## config.mk

```make
export PLATFORM = sky130hd
export DESIGN_NAME = ysyx_22050019_axi_rd_arbiter
export DESIGN_NICKNAME = d
export VERILOG_FILES = /design/src/rtl/ysyx_22050019_axi_rd_arbiter.sv
export SDC_FILE = /design/constraint.sdc
export NUM_CORES = 1
export LEC_CHECK = 0
export ABC_AREA = 0
export ABC_CLOCK_PERIOD_IN_PS = 2200
export CORE_AREA = 3 3 120 122
export DETAILED_ROUTE_END_ITERATION = 6
export DIE_AREA = 0 0 123 125
export PLACE_DENSITY = 0.52
export SLEW_MARGIN = 20
export SYNTH_ARGS = -nofsm -noshare
export SYNTH_HDL_FRONTEND = slang
export SYNTH_SLANG_ARGS = --single-unit
export TNS_END_PERCENT = 10
```

## constraint.sdc

```tcl
create_clock -name clk -period 2.2 [get_ports clk]
set_input_delay 0.55 -clock clk [delete_from_list [all_inputs] [get_ports clk]]
set_output_delay 0.55 -clock clk [all_outputs]
set_load 0.02 [all_outputs]
```

## src/rtl/ysyx_22050019_axi_rd_arbiter.sv

```systemverilog
// Shares one AXI read port (AR/R) between the IFU (master 0) and the LSU (master 1), one read at a time.
// Define YSYX_22050019_ARB_RR_EN for round-robin arbitration; the default is fixed LSU-over-IFU priority.
module ysyx_22050019_axi_rd_arbiter #(
  parameter int ADDR_W = 32,
  parameter int DATA_W = 64
) (
  input  logic              clk,
  input  logic              rst,
  input  logic              ifu_ar_valid,
  output logic              ifu_ar_ready,
  input  logic [ADDR_W-1:0] ifu_araddr,
  output logic              ifu_r_valid,
  input  logic              ifu_r_ready,
  output logic [DATA_W-1:0] ifu_rdata,
  output logic [1:0]        ifu_rresp,
  input  logic              lsu_ar_valid,
  output logic              lsu_ar_ready,
  input  logic [ADDR_W-1:0] lsu_araddr,
  output logic              lsu_r_valid,
  input  logic              lsu_r_ready,
  output logic [DATA_W-1:0] lsu_rdata,
  output logic [1:0]        lsu_rresp,
  output logic              mem_ar_valid,
  input  logic              mem_ar_ready,
  output logic [ADDR_W-1:0] mem_araddr,
  input  logic              mem_r_valid,
  output logic              mem_r_ready,
  input  logic [DATA_W-1:0] mem_rdata,
  input  logic [1:0]        mem_rresp
);

  typedef enum logic [2:0] {
    S_IDLE,
    S_AR0,
    S_R0,
    S_AR1,
    S_R1
  } state_t;

  state_t state;
  logic   ar_hs;
  logic   r_hs;
  logic   pick_lsu;

  assign ar_hs = mem_ar_valid && mem_ar_ready;
  assign r_hs  = mem_r_valid && mem_r_ready;

`ifdef YSYX_22050019_ARB_RR_EN
  logic last_grant;  // 0 = IFU served last, 1 = LSU served last

  // On a tie the master that was not served last wins.
  assign pick_lsu = lsu_ar_valid && (!ifu_ar_valid || !last_grant);

  always_ff @(posedge clk or posedge rst) begin
    if (rst) begin
      last_grant <= 1'b0;
    end else if (r_hs) begin
      last_grant <= (state == S_R1);
    end
  end
`else
  assign pick_lsu = lsu_ar_valid;
`endif

  // NOTE: sequential state uses non-blocking assignments so every flop samples pre-edge values.
  always_ff @(posedge clk or posedge rst) begin
    if (rst) begin
      state <= S_IDLE;
    end else begin
      case (state)
        S_IDLE: begin
          if (ifu_ar_valid || lsu_ar_valid) begin
            state <= pick_lsu ? S_AR1 : S_AR0;
          end
        end
        S_AR0: if (ar_hs) state <= S_R0;
        S_AR1: if (ar_hs) state <= S_R1;
        S_R0, S_R1: if (r_hs) state <= S_IDLE;
        default: state <= S_IDLE;
      endcase
    end
  end

  // The grant only steers the channels; the non-granted master sees all zeros.
  always_comb begin
    // NOTE: every output is defaulted before the case so no path can infer a latch.
    ifu_ar_ready = 1'b0;
    ifu_r_valid  = 1'b0;
    ifu_rdata    = '0;
    ifu_rresp    = '0;
    lsu_ar_ready = 1'b0;
    lsu_r_valid  = 1'b0;
    lsu_rdata    = '0;
    lsu_rresp    = '0;
    mem_ar_valid = 1'b0;
    mem_araddr   = '0;
    mem_r_ready  = 1'b0;
    case (state)
      S_AR0: begin
        mem_ar_valid = ifu_ar_valid;
        mem_araddr   = ifu_araddr;
        ifu_ar_ready = mem_ar_ready;
      end
      S_AR1: begin
        mem_ar_valid = lsu_ar_valid;
        mem_araddr   = lsu_araddr;
        lsu_ar_ready = mem_ar_ready;
      end
      S_R0: begin
        ifu_r_valid = mem_r_valid;
        ifu_rdata   = mem_rdata;
        ifu_rresp   = mem_rresp;
        mem_r_ready = ifu_r_ready;
      end
      S_R1: begin
        lsu_r_valid = mem_r_valid;
        lsu_rdata   = mem_rdata;
        lsu_rresp   = mem_rresp;
        mem_r_ready = lsu_r_ready;
      end
      default: ;
    endcase
  end

endmodule

```

Yosys cells after proc, flatten, opt, wreduce, memory -nomap -nowiden
Cells that the tools add are included.

Bits in registers: 3.

Equal/unequal tests: 8. Multiplexer cells: 17. Reduce and logical (&&, ||, !) cells: 6.

Operators with widths (number): $mux W64 (2); $pmux W32 S2 (1); $mux W3 (4); $pmux W3 S4 (1); $ne A2 B2 Y1 const B (4); $eq A3 B2 Y1 const B (2); $mux W2 (3); $mux W1 (4); $pmux W1 S2 (2); $reduce_and A4 Y1 (1); $eq A3 B1 Y1 const B (1); $eq A3 B3 Y1 const B (1); $logic_not A3 Y1 (1); $logic_and A1 B1 Y1 (2); $reduce_or A2 Y1 (1); $logic_or A1 B1 Y1 (1).

Depth between registers and ports, before layout
Gate-level depths: netlist (run 1).

Depth in word-level cells: 5. Mapped depth: 6. Gate-level depth less buffers: 3.

Least setup slack after synthesis (run 1)
Ideal clock, no wire load.

Kind: register to output. Start: register state[1]. End: output lsu_rdata[53]. Arrival time: 1.300 ns. Data required time: 1.650 ns. Slack: 0.350 ns. Cell stages (with the launch flop): 6. Path through: dfrtp_1 buf_4 nor3b_4 buf_6 clkbuf_2 and2_1.

Cells in the longest elaborated chain, start to end: 2.

RTL lines: start: declaration (RTL line 40) `state_t state;`; start signal: assignment (RTL line 73) `state <= pick_lsu ? S_AR1 : S_AR0;`; $eq A3 B3 Y1 (RTL line 98) `case (state)`; $mux W64 (RTL line 98); end: declaration (RTL line 21) `output logic [DATA_W-1:0] lsu_rdata,`.

Every way passes these cells.

Worst setup path after layout (run 1)
Start: register state[1]. End: output mem_araddr[18].

Cells in the longest elaborated chain, start to end: 2. Elaborated cells on any way between the ends: 3.

RTL lines: $eq A3 B2 Y1 or $eq A3 B1 Y1 (tied branches) (RTL line 98); $pmux W32 S2 * (RTL line 98); end: declaration (RTL line 25) `output logic [ADDR_W-1:0] mem_araddr,`.

Mark *: on every way between the ends. The rest lies on a longest branch, timed or not.

==> results of run 1 <==
[routing by layer]
layer / part of all wire / vias to the layer above / GRT usage
li1: - / 1359 / -
met1: 0.36 / 1271 / 0.1508
met2: 0.50 / 196 / 0.2631
met3: 0.14 / 5 / 0.04968
met4: 0.0043 / 0 / 0.01759
met5: 0 / - / 0
[worst paths after layout]
path | start | to | slack (ns) | depth (start not counted)
worst max register to register | state[0]$_DFFE_PP0P_ | state[2]$_DFFE_PP0P_ | 0.75 | 5
max in group asynchronous | rst | state[2]$_DFFE_PP0P_ | 1.56 | 2
worst max-delay path | state[1]$_DFFE_PP0P_ | mem_araddr[18] | -0.03 | 7
min in group clk | state[2]$_DFFE_PP0P_ | state[1]$_DFFE_PP0P_ | 0.54 | 1
worst min-delay path | rst | state[0]$_DFFE_PP0P_ | 0.50 | 2
worst min register to register | state[2]$_DFFE_PP0P_ | state[1]$_DFFE_PP0P_ | 0.54 | 1
[final cells by class]
cell class,count,area (µm²),area share
Timing Repair Buffer,336,2825,0.6274
Multi-Input combinational cell,187,1292,0.2870
Tap cell,176,220.2,0.04890
Sequential cell,3,78.83,0.01750
Clock buffer,4,78.83,0.01750
Inverter,2,7.507,0.001667
[kinds of logic after synthesis]
| group | count (synthesis) | share of synthesized area |
|---|---|---|
| simple gates | 147 | 0.6351 |
| buf+inv | 23 | 0.07854 |
| compound gates | 40 | 0.2357 |
| flops | 3 | 0.05067 |
[layout by cell type, fill, tap and decap left out, types with 6 or more instances in the layout]
cell,instances
clkdlybuf4s50_1,137
and2_1,136
clkbuf_2,61
buf_4,57
buf_2,46
a22o_1,34
buf_6,17
clkdlybuf4s15_2,8
buf_12,6
[repair_timing]
item / in CTS / in global routing
buffers inserted: 5 / 1
pin swaps: 2 / 4
endpoints found under the setup margin: 167 / 141
cloned: 3 / 1
resized for setup: 475 / 197
[critical path: stages (launching register included)]
cell and delay [ns]:
dfrtp_2 0.44, buf_6 0.14, nor3_4 0.24, buf_6 0.17, buf_16 0.12, buf_6 0.09
a22o_1 0.13, buf_6 0.12
[power groups by stage]
| stage | clock, mW | combinational (mW) | sequential, mW |
|---|---|---|---|
| 3_5_place_dp | 0 | 3.90 | 0.117 |
| 6_report | 0.291 | 3.81 | 0.125 |
| 4_1_cts | 0.299 | 3.72 | 0.123 |
| 2_1_floorplan | 0 | 1.89 | 0.100 |
| 5_1_grt | 0.301 | 4.03 | 0.131 |
| 3_3_place_gp | 0 | 3.92 | 0.117 |
==> out/metrics.csv, run 1 <==
stage,metric,value,unit
cts,CTS tree,built,
timing,hold_ws,0.4971,ns
power,Pwr Density,939.3,mW/mm²
logic_synthesis,asr flop ratio synth,1.000,
flow_run,Max-Cap Viols,0,
floorplan,io pins,308,
global_routing,largest net degree at the start of global routing,42,
timing,FMAX,0.4491,GHz
floorplan,Core Rows,42,
placement,port bufs,307,
hold_path,worst min-delay path category,primary input to asynchronous set/reset pin,
power,Pwr Total,4.230,mW
detailed_routing,drt drc,0,
floorplan,core area,0.01330,mm²
setup_path,Startpoint Class,flop,
setup_path,arrival time at the worst endpoint,1.68,ns
cts,Max Root-Sink Buffers,2,
power,P_sw,2.076,mW
timing,skew final,0.001618,ns
finish,final instance count without filler cells,708,
finish,cell area after layout,0.004503,mm²
cts,CTS Buf Count,3,
logic_synthesis,ys flop type,dfrtp_1,
power,Pleak,2.262,nW
timing,Rel. slew slack,0.8235,
finish,Final #Nets,671,
finish,Top Registers,state (3),
placement,routability-driven placement congestion ratio,0.8156,
setup_path,crit path max fanout,5,
detailed_routing,DRT antenna net count,0,
power,Logic pwr share,0.902,
global_routing,first-pass GRT wire length,16870,µm
floorplan,Die Y,125,µm
floorplan,die area,0.01538,mm²
setup_path,CP required,1.65,ns
logic_synthesis,number of synthesized flops with an enable pin,0,
timing,TNS Setup,-0.04173,ns
timing,Slew Limit Fails,0,
cts,"CTS clk-pin slew, worst paths",0.03,ns
cts,H-Tree Depth,1,
finish,layout cells sized above 1,0.3947,
placement,Inst Count DP,694,
detailed_routing,DR WL/cell,16.83,µm
placement,Setup WS pre-CTS,-0.2322,ns
power,internal power,2.153,mW
logic_synthesis,Area contributors post-synth,"and2_1 57%, a22o_1 20%, dfrtp_1 5.1%, clkbuf_1 2.3%, buf_2 2.0%",
logic_synthesis,Cells after Synth,213,
timing,final worst setup slack,-0.02684,ns
global_routing,vias in the first global route,2920,
setup_path,Setup crit end kind,output port,
logic_synthesis,most frequent cell after synthesis,and2_1,
placement,HPWL Detailed,9669,µm
logic_synthesis,Synth top area share,0.5743,
finish,# diodes,0,
logic_synthesis,#FFs+latches synth,3,
logic_synthesis,post-synthesis sequential area ratio,0.05068,
detailed_routing,DR vias/cell,3.999,
setup_path,kind of critical path,flop to output port,
outcome,status,finished with violations,
floorplan,Initial Util,0.1114,
timing,final hold viol count,0,
cts,Post-CTS Hold Fix Bufs,0,
timing,Final min period,2.227,ns
cts,clk sinks,3,
logic_synthesis,Netlist cell types,23,
finish,area grow syn2layout,204.0,%
cts,Root Buffer,clkbuf_16,
timing,RSZ-0062 raised after global routing,true,
logic_synthesis,Synth top cells by count,"136 x and2_1, 34 x a22o_1, 9 x clkbuf_1",
detailed_routing,drt total wl,11920,µm
finish,Filler cells,1432,
logic_synthesis,syn nets,351,
power,sequential share of power,0.029,
placement,Placed Area,0.004876,mm²
global_routing,overflow left after global routing,0,
timing,Final setup viols,2,
timing,ratio of final minimum period to clock period,1.012,
floorplan,die width,123,µm
finish,max reg flops,3,
finish,most flop-heavy register,state,
logic_synthesis,Synth Warn #,0,
detailed_routing,initial DRC count,53,
finish,"Core Util, Final",0.3387,
logic_synthesis,synthesized area per cell,6.955,µm²
logic_synthesis,Post-Syn Area,0.001481,mm²
detailed_routing,drt pass-1 iters,5,
power,Sw Ratio,0.4909,
outcome,violated checks,setup timing,
detailed_routing,DR vias,2831,
power,maximum vdd drop,0.3542,mV
global_routing,initial antenna violation count,0,
global_routing,gr usage total,0.1392,
logic_synthesis,largest area contributor in the netlist,and2_1,
timing,Slew @ Worst Pin,0.2644,ns
power,clock share of power,0.069,
cts,clk_lat worst skew,0.23,ns
Power figures use the tool's default switching activity.
==> run 2, diff against run 1 <==
--- a/config.mk
+++ b/config.mk
@@ -8,6 +8,7 @@
 export ABC_AREA = 0
 export ABC_CLOCK_PERIOD_IN_PS = 2200
 export CORE_AREA = 3 3 120 122
+export CTS_CLUSTER_DIAMETER = 60
 export DETAILED_ROUTE_END_ITERATION = 6
 export DIE_AREA = 0 0 123 125
 export PLACE_DENSITY = 0.52
==> results of run 2 <==
The final DEF is identical to that of run 1; final timing and power are the same.
==> run 3, diff against run 2 <==
--- a/config.mk
+++ b/config.mk
@@ -6,7 +6,6 @@
 export NUM_CORES = 1
 export LEC_CHECK = 0
 export ABC_AREA = 0
-export ABC_CLOCK_PERIOD_IN_PS = 2200
 export CORE_AREA = 3 3 120 122
 export CTS_CLUSTER_DIAMETER = 60
 export DETAILED_ROUTE_END_ITERATION = 6
==> results of run 3 <==
The final DEF is identical to that of run 1; final timing and power are the same.
